$ cat src/rtl/load_filter_unit.sv
// load_filter_unit
// ----------------
// Memory-stage load engine. It issues a single word read to data memory and
// waits for the ack handshake. It then extracts the addressed byte, halfword
// or word from the returned word and sign- or zero-extends it. The registered
// result feeds the LUI/extend select mux. o_busy stalls the pipeline while a
// read is outstanding. A timeout counter bounds every read.
//
// Handshake: o_mem_rd_en rises in the cycle after i_start is accepted. It
// stays high, with o_mem_addr stable, until a cycle in which i_mem_ack=1. In
// that cycle i_mem_rdata is captured. i_mem_ack is ignored in any other cycle.
//
// Optional feature (macro LOAD_ALIGN_CHECK_EN): misaligned half/word requests
// are rejected in IDLE with a one-cycle o_misaligned pulse and no read.
// Without the macro, o_misaligned is constant 0 and the low address bits that
// the access size does not use are ignored.
//
// Ports:
//   i_clk, i_reset      clock (rising edge), async active-high reset
//   i_start             load request pulse, sampled only in IDLE
//   i_addr              byte address of the load
//   i_size              00 byte, 01 half, 10 word, 11 reserved (word)
//   i_unsigned          1 = zero-extend, 0 = sign-extend
//   o_mem_rd_en         read strobe, held until ack
//   o_mem_addr          registered word-aligned address
//   i_mem_rdata         read word, valid with i_mem_ack
//   i_mem_ack           memory completion strobe
//   o_filter_load       registered filtered/extended load data
//   o_valid             one-cycle pulse when o_filter_load updates
//   o_busy              pipeline stall request
//   o_bus_error         one-cycle pulse on timeout
//   o_misaligned        one-cycle pulse on a rejected misaligned request
//   o_dbg_state         current FSM state (0 IDLE, 1 REQ, 2 DONE)
module load_filter_unit #(
   parameter int NBITS          = 32,
   parameter int TIMEOUT_CYCLES = 15
) (
   input  logic             i_clk,
   input  logic             i_reset,
   input  logic             i_start,
   input  logic [NBITS-1:0] i_addr,
   input  logic [1:0]       i_size,
   input  logic             i_unsigned,
   output logic             o_mem_rd_en,
   output logic [NBITS-1:0] o_mem_addr,
   input  logic [NBITS-1:0] i_mem_rdata,
   input  logic             i_mem_ack,
   output logic [NBITS-1:0] o_filter_load,
   output logic             o_valid,
   output logic             o_busy,
   output logic             o_bus_error,
   output logic             o_misaligned,
   output logic [1:0]       o_dbg_state
);

   typedef enum logic [1:0] {
      ST_IDLE = 2'd0,
      ST_REQ  = 2'd1,
      ST_DONE = 2'd2
   } state_t;

   // The counter runs 0..TIMEOUT_CYCLES-1 while in REQ. The read aborts in
   // the REQ cycle where the counter sits at the limit and no ack arrives.
   localparam logic [7:0] CNT_LIMIT = 8'(TIMEOUT_CYCLES - 1);

   state_t           state, state_nxt;
   logic [7:0]       cnt;
   logic [1:0]       size_q;
   logic             unsigned_q;
   logic [1:0]       off_q;
   logic             misalign;
   logic             err_pulse;
   logic             mis_pulse;
   logic [NBITS-1:0] filt;
   logic [7:0]       lane_b;
   logic [15:0]      lane_h;

`ifdef LOAD_ALIGN_CHECK_EN
   always_comb begin
      misalign = 1'b0;
      if (i_size == 2'b01)
         misalign = i_addr[0];
      else if (i_size[1])
         misalign = (i_addr[1:0] != 2'b00);
   end
`else
   assign misalign = 1'b0;
`endif

   // State register
   always_ff @(posedge i_clk or posedge i_reset) begin
      if (i_reset)
         state <= ST_IDLE;
      else
         state <= state_nxt;
   end

   // Next-state logic
   always_comb begin
      state_nxt = state;
      case (state)
         ST_IDLE: if (i_start && !misalign) state_nxt = ST_REQ;
         ST_REQ: begin
            // Ack wins over a timeout that falls in the same cycle.
            if (i_mem_ack)
               state_nxt = ST_DONE;
            else if (cnt == CNT_LIMIT)
               state_nxt = ST_IDLE;
         end
         ST_DONE: state_nxt = ST_IDLE;
         default: state_nxt = ST_IDLE;
      endcase
   end

   // Outputs that follow the state directly. Because the state register
   // resets asynchronously, these outputs drop as soon as reset asserts.
   always_comb begin
      o_mem_rd_en = 1'b0;
      o_busy      = 1'b0;
      o_valid     = 1'b0;
      case (state)
         ST_REQ: begin
            o_mem_rd_en = 1'b1;
            o_busy      = 1'b1;
         end
         ST_DONE: o_valid = 1'b1;
         default: ;
      endcase
   end

   assign o_bus_error  = err_pulse;
   assign o_misaligned = mis_pulse;
   assign o_dbg_state  = state;

   // Little-endian lane extraction from the latched offset.
   always_comb begin
      lane_b = 8'h00;
      case (off_q)
         2'd0: lane_b = i_mem_rdata[7:0];
         2'd1: lane_b = i_mem_rdata[15:8];
         2'd2: lane_b = i_mem_rdata[23:16];
         2'd3: lane_b = i_mem_rdata[31:24];
         default: lane_b = i_mem_rdata[7:0];
      endcase
      lane_h = off_q[1] ? i_mem_rdata[31:16] : i_mem_rdata[15:0];
      case (size_q)
         2'b00:   filt = {{(NBITS-8){~unsigned_q & lane_b[7]}}, lane_b};
         2'b01:   filt = {{(NBITS-16){~unsigned_q & lane_h[15]}}, lane_h};
         default: filt = i_mem_rdata;
      endcase
   end

   // Datapath registers: request fields, counter, result and status pulses.
   always_ff @(posedge i_clk or posedge i_reset) begin
      if (i_reset) begin
         cnt           <= '0;
         size_q        <= '0;
         unsigned_q    <= 1'b0;
         off_q         <= '0;
         o_mem_addr    <= '0;
         o_filter_load <= '0;
         err_pulse     <= 1'b0;
         mis_pulse     <= 1'b0;
      end else begin
         err_pulse <= 1'b0;
         mis_pulse <= 1'b0;
         case (state)
            ST_IDLE: begin
               if (i_start && misalign) begin
                  mis_pulse <= 1'b1;
               end else if (i_start) begin
                  size_q     <= i_size;
                  unsigned_q <= i_unsigned;
                  off_q      <= i_addr[1:0];
                  o_mem_addr <= {i_addr[NBITS-1:2], 2'b00};
                  cnt        <= '0;
               end
            end
            ST_REQ: begin
               if (i_mem_ack)
                  o_filter_load <= filt;
               else if (cnt == CNT_LIMIT)
                  err_pulse <= 1'b1;
               else
                  cnt <= cnt + 8'd1;
            end
            default: ;
         endcase
      end
   end

endmodule

$ cat config.mk
export PLATFORM = sky130hd
export DESIGN_NAME = load_filter_unit
export DESIGN_NICKNAME = d
export VERILOG_FILES = /design/src/rtl/load_filter_unit.sv
export SDC_FILE = /design/constraint.sdc
export NUM_CORES = 1
export LEC_CHECK = 0
export CAP_MARGIN = 0
export CORE_ASPECT_RATIO = 0.6
export CORE_MARGIN = 1
export CORE_UTILIZATION = 45
export CTS_BUF_LIST = sky130_fd_sc_hd__clkbuf_4
export CTS_CLUSTER_SIZE = 16
export DETAILED_ROUTE_END_ITERATION = 12
export HOLD_SLACK_MARGIN = 0.1
export PLACE_DENSITY = 0.82
export SLEW_MARGIN = 5
export SYNTH_ARGS = -nofsm -noshare
export SYNTH_HDL_FRONTEND = slang
export SYNTH_SLANG_ARGS = --single-unit
$ cat constraint.sdc
create_clock -name i_clk -period 2.7 [get_ports i_clk]
set_input_delay 0.54 -clock i_clk [delete_from_list [all_inputs] [get_ports i_clk]]
set_output_delay 0.54 -clock i_clk [all_outputs]
set_load 0.02 [all_outputs]
### After elaboration in Yosys (flattened, before gate mapping)

Index checks and enable logic that the tools add are counted.

* word-level logic and storage cells: 47
* bits of input ports: 71
* output and inout bits: 71
* flip-flop bits (word level): 78

* mux-type cells: 16
* $add $sub $neg: 1
* bitwise operators: 3
* eq/ne operators: 11
* reduce and logical (&&, ||, !) cells: 8

Operators by type and width (count)
* 32-bit one-hot mux with 2 select lines: 1
* 8-bit one-hot mux with 4 select lines: 1
* 8-bit two-way mux: 3
* 16-bit two-way mux: 1
* 8-bit one-hot mux with 2 select lines: 1
* 8-bit by 1-bit adder with 8-bit output (second input constant): 1
* 8-bit by 4-bit == test with 1-bit output (second input constant): 1
* 2-bit by 1-bit == test with 1-bit output (second input constant): 3
* 2-bit == test (second input constant): 3
* 2-bit logical NOT: 3
* 2-bit two-way mux: 3
* 2-bit inequality test (second input constant): 3
* 2-bit AND reduction: 3
* 1-bit two-way mux: 5
* 2-bit one-hot mux with 2 select lines: 1
* 4-bit AND reduction: 1
* 3-bit inequality test (second input constant): 1
* 1-bit AND: 2
* 2-bit nonzero test: 1
* 1-bit NOT: 1

### Logic depth before layout (Yosys ltp)

* depth in word-level cells: 4
* mapped depth: 7
* depth with buffers taken out: 6

### Worst setup path after synthesis

No wires, ideal clock.

* kind: in2reg
* start: input port i_mem_ack
* end: register cnt[3]
* cell stages on the path: 6
* slack: 0.993 ns
* required time: 2.573 ns
* arrival: 1.579 ns
* setup time: 0.127 ns
* buffers on the path: 2
* path through: or3b_1 -> buf_6 -> a31o_1 -> buf_6 -> o211ai_2 -> o31ai_2

* cells in the longest elaborated chain, start to end: 2

RTL lines
* start, declared: RTL line 47 `input logic i_mem_ack,`
* 2-bit inequality test (no line)
* 4-bit AND reduction (no line)
* end signal, assigned: RTL line 185 `cnt <= cnt + 8'd1;`
* end, declared: RTL line 67 `logic [7:0] cnt;`

Every way passes these cells.
A chain may end at the register's enable or synchronous reset.

### Worst setup path after layout

* start: register state[1], in the netlist o_dbg_state[1]
* end: output port o_busy

* cells in the longest elaborated chain, start to end: 2

RTL lines
* start, declared: RTL line 66 `state_t state, state_nxt;`
* start signal, assigned: RTL line 95 `state <= state_nxt;`
* 2-bit by 1-bit == test with 1-bit output: RTL line 121 `case (state)`
* 1-bit two-way mux: RTL line 121
* end, declared: RTL line 50 `output logic o_busy,`

Every way passes these cells.

==> reports/qor.tcl <==
set qor(synth-warning-count) 0
set qor(cpPeakStageDelay_ns) 0.61
set qor(pwr-share-comb) 0.513
set qor(cts_sinks) 78
set qor(finClkSkew_ns) 0.0104
set qor(required_worst_endpoint_ns) 2.16
set qor(post-synth-top-area-fraction) 0.532
set qor(synth.ff_latch_count) 78
set qor(final_layout_size_suffix_gt1_frac) 0.0653
set qor(final.period_utilization) 0.860
set qor(globalRoute.busiestLayer) {met2}
set qor(timing_max_transition_violations_final) 0
set qor(clk_pin_slew_worst_paths_ns) 0.12
set qor(grt_setup_unrepaired) {no}
set qor(drt-pass1-iter-count) 5
set qor(area.growth.synth_to_final_pct) 41.8
set qor(maxCapViolCount) 0
set qor(groute.usage.overall) 0.249
set qor(yosys.area_share.xor_xnor) 0.00716
set qor(cts_buffer_depth) 2
set qor(total_net_switching_power_mw) 2.15
set qor(post-synth-top-count-cell) {sky130_fd_sc_hd__nand2_1}
set qor(synth-compound-area-share) 0.0726
set qor(post_layout_nonfiller_instances) 644
set qor(num_antenna_cells) 0
set qor(grt_use_met2) 0.368
set qor(cts.hold.buffers_added) 0
set qor(layout_min_cycle_time_ns) 2.32
set qor(cp_data_arrival_time_ns) 1.78
set qor(postRouteWirelength_um) 10200
set qor(ioPinCount) 142
set qor(synth.yosys.seq_area_share) 0.532
set qor(synth_top_family_by_area) {simple AND/OR/NAND/NOR gates}
set qor(drt_iter0_drc) 266
set qor(synth-edff-count) 0
set qor(clk_root_buffer_cell) {sky130_fd_sc_hd__clkbuf_4}
set qor(dominantRegCellSynth) {sky130_fd_sc_hd__dfrtp_1}
set qor(drtAntennaViolNets) 0
set qor(placed_instances) 628
set qor(grt_pass1_vias) 3232
set qor(grt_total_ovfl) 0
set qor(grt_max_degree) 64
set qor(critical_path_cell_count) 2
set qor(min-delay-path-class) {in -> async}
set qor(synthesis.instances) 402
set qor(slowest_stage) {sky130_fd_sc_hd__clkdlybuf4s50_1}
set qor(core_area_um2) 7880
set qor(post_drt_via_cell_ratio) 5.07
set qor(cp_num_buf_inv) 1
set qor(synth-adder-area-share) 0.00681
set qor(clock_power_share) 0.114
set qor(rows) 25
set qor(crit_fanout) 5
set qor(power.share.switching) 0.415
set qor(drc_errors) 0
set qor(result_of_the_run) {complete, no violations}
set qor(cts-buffers-inserted) 9
set qor(ys_async_sr_fraction) 1.00
set qor(cts.htree.levels) 3
set qor(clock_insertion_delay_worst_skew_ns) 0.45
set qor(fp.dieW_um) 119
set qor(die_area_um2) 8540
set qor(critical_path_cell_by_cell) {and2b_2 -> clkdlybuf4s50_1}
set qor(post_synth_most_frequent_cells) {sky130_fd_sc_hd__nand2_1 (131), sky130_fd_sc_hd__dfrtp_1 (78), sky130_fd_sc_hd__nand3_1 (38)}
set qor(synthesized_area_fraction_occupied_by_and_or_nand_nor_cells) 0.287
set qor(routedWlPerCell_um) 15.8
set qor(yosys-top-cells-area) {sky130_fd_sc_hd__dfrtp_1 (53%), sky130_fd_sc_hd__nand2_1 (13%), sky130_fd_sc_hd__nand3_1 (5.2%)}
set qor(gpl.final_weighted_congestion) 0.838
set qor(gr-usage-met3) 0.0904
set qor(via_count) 3265
set qor(worstSetupEndpointType) {output pin}
set qor(initial_core_util) 0.466
set qor(peakVddDrop_mv) 0.540
set qor(cpLargestDelayFamily) {buffers and inverters}
set qor(fmax_ghz) 0.431
set qor(die_h_um) 72.0
set qor(synth_mux_area_frac) 0.0436
set qor(fin_nets) 604
set qor(worst_reg2reg_path_depth) 5
set qor(count_of_buffers_from_port_buffering) 138
set qor(global_route.usage.met1) 0.344
set qor(post_synth_instance_area_um2) 3670
set qor(setup_viol_count_final) 0
set qor(maxSlewHeadroom) 0.601
set qor(worstSetupStartpointType) {register}
set qor(count_of_instances_resized_after_the_clock_tree_is_built) 0
set qor(seqPwrFrac) 0.373
set qor(synthesis.area_per_instance_um2) 9.14
set qor(antenna_violations_before_repair) 0
set qor(post-dp-hpwl_um) 7450
set qor(power_report.internal_total_mw) 3.03
set qor(tns_ns) 0
set qor(worstSetupPathType) {reg -> out}
set qor(grt_first_pass_wirelength_um) 16300
set qor(synth_cell_types) 36
set qor(power_leakage_nw) 2.38
set qor(cellPowerDensity_nw_per_um2) 994
set qor(worst_pin_slew_ns) 0.599
set qor(tritoncts_clock_tree) {done}
set qor(final-hold-violation-count) 0
set qor(synthDominantAreaCellType) {sky130_fd_sc_hd__dfrtp_1}
set qor(post_cts_buffers) 0
## state kept, by name, summed over array words and instances, names as in the netlist
signal	cells
o_filter_load	32
o_dbg_state	2
off_q	2
o_mem_addr	30
cnt	8
size_q	2
o_bus_error	1
unsigned_q	1
## final timing paths
check	to	startpoint	slack [ns]
worst max-delay path	o_busy	o_dbg_state[1]	0.38
worst min-delay path	o_filter_load[23]	i_reset	0.38
worst max register to register	o_filter_load[3]	size_q[0]	0.93
worst min register to register	o_mem_addr[9]	o_mem_addr[9]	0.48
max in group asynchronous	off_q[1]	i_reset	1.65
min in group i_clk	o_mem_addr[9]	o_mem_addr[9]	0.48
## metrics by stage
| stage | util | instance area (um^2) | worst slack [ns] | power (mW) | hold WS [ns] |
|---|---|---|---|---|---|
| floorplan | - | 3680 | 0.165 | 3.38 | 0.489 |
| global placement | 0.647 | 5100 | 0.484 | 4.53 | 0.456 |
| detailed placement | 0.647 | 5100 | 0.441 | 4.61 | 0.462 |
| CTS | 0.661 | 5210 | 0.342 | 5.21 | 0.364 |
| global route | 0.661 | 5210 | 0.325 | 5.49 | 0.386 |
| finish | 0.661 | 5210 | 0.377 | 5.18 | 0.379 |
## worst register-to-register path, cell delays in order (launching register included)
cell and delay (ns):
sky130_fd_sc_hd__dfrtp_1 0.58, sky130_fd_sc_hd__nand2b_1 0.25, sky130_fd_sc_hd__buf_4 0.20, sky130_fd_sc_hd__a21oi_2 0.35, sky130_fd_sc_hd__o22ai_1 0.15, sky130_fd_sc_hd__o21ai_0 0.17
## cells in the final DEF (no fill, tap or decap), drive strengths merged, types with 2 or more instances in the layout
cell type | Yosys | final
a211oi | 9 | 9
a21oi | 2 | 2
a31oi | 2 | 2
and2b | 2 | 2
buf | 14 | 8
clkbuf | 16 | 10
clkdlybuf4s50 | 0 | 138
clkinv | 0 | 5
conb | 1 | 3
dfrtp | 78 | 78
ha | 2 | 2
inv | 5 | 5
mux2i | 16 | 16
nand2 | 132 | 132
nand2b | 10 | 10
nand3 | 38 | 38
nor2 | 23 | 23
nor2b | 7 | 7
nor3 | 4 | 4
nor3b | 8 | 8
nor4 | 3 | 3
o211ai | 3 | 3
o21ai | 10 | 10
o22ai | 7 | 7
o31ai | 2 | 2
xnor2 | 3 | 3
## kinds of logic (layout without fill, tap and decap cells)
kind of cell / count (synthesis) / count (layout)
adder cells (fa/ha/maj): 2 / 2
XOR/XNOR: 3 / 3
AO/OA/AOI/OAI: 37 / 37
AND/OR/NAND/NOR: 230 / 230
buffers and inverters: 35 / 167
multiplexers: 16 / 16
other: 1 / 3
flip-flops: 78 / 78
## power groups by stage
stage	registers, mW	clock network [mW]	logic [mW]
floorplan	2.39	0	0.992
global placement	1.94	0	2.59
detailed placement	1.96	0	2.65
CTS	1.93	0.612	2.66
global route	1.99	0.646	2.86
finish	1.93	0.590	2.65
## area by class of cell
type | count | area [um^2]
Clock inverter | 6 | 28.8
Timing Repair Buffer | 146 | 1450
Multi-Input combinational cell | 291 | 1540
Clock buffer | 10 | 75.1
Tap cell | 108 | 135
Inverter | 5 | 18.8
Sequential cell | 78 | 1950
Fill cell | 657 | 2680
## per-layer routing
layer / vias up / wire, um
met5: - / 0
met4: 0 / 143
li1: 1579 / -
met1: 1567 / 4830
met2: 104 / 4430
met3: 15 / 770
Note: power is estimated with default switching activity, not from simulation.
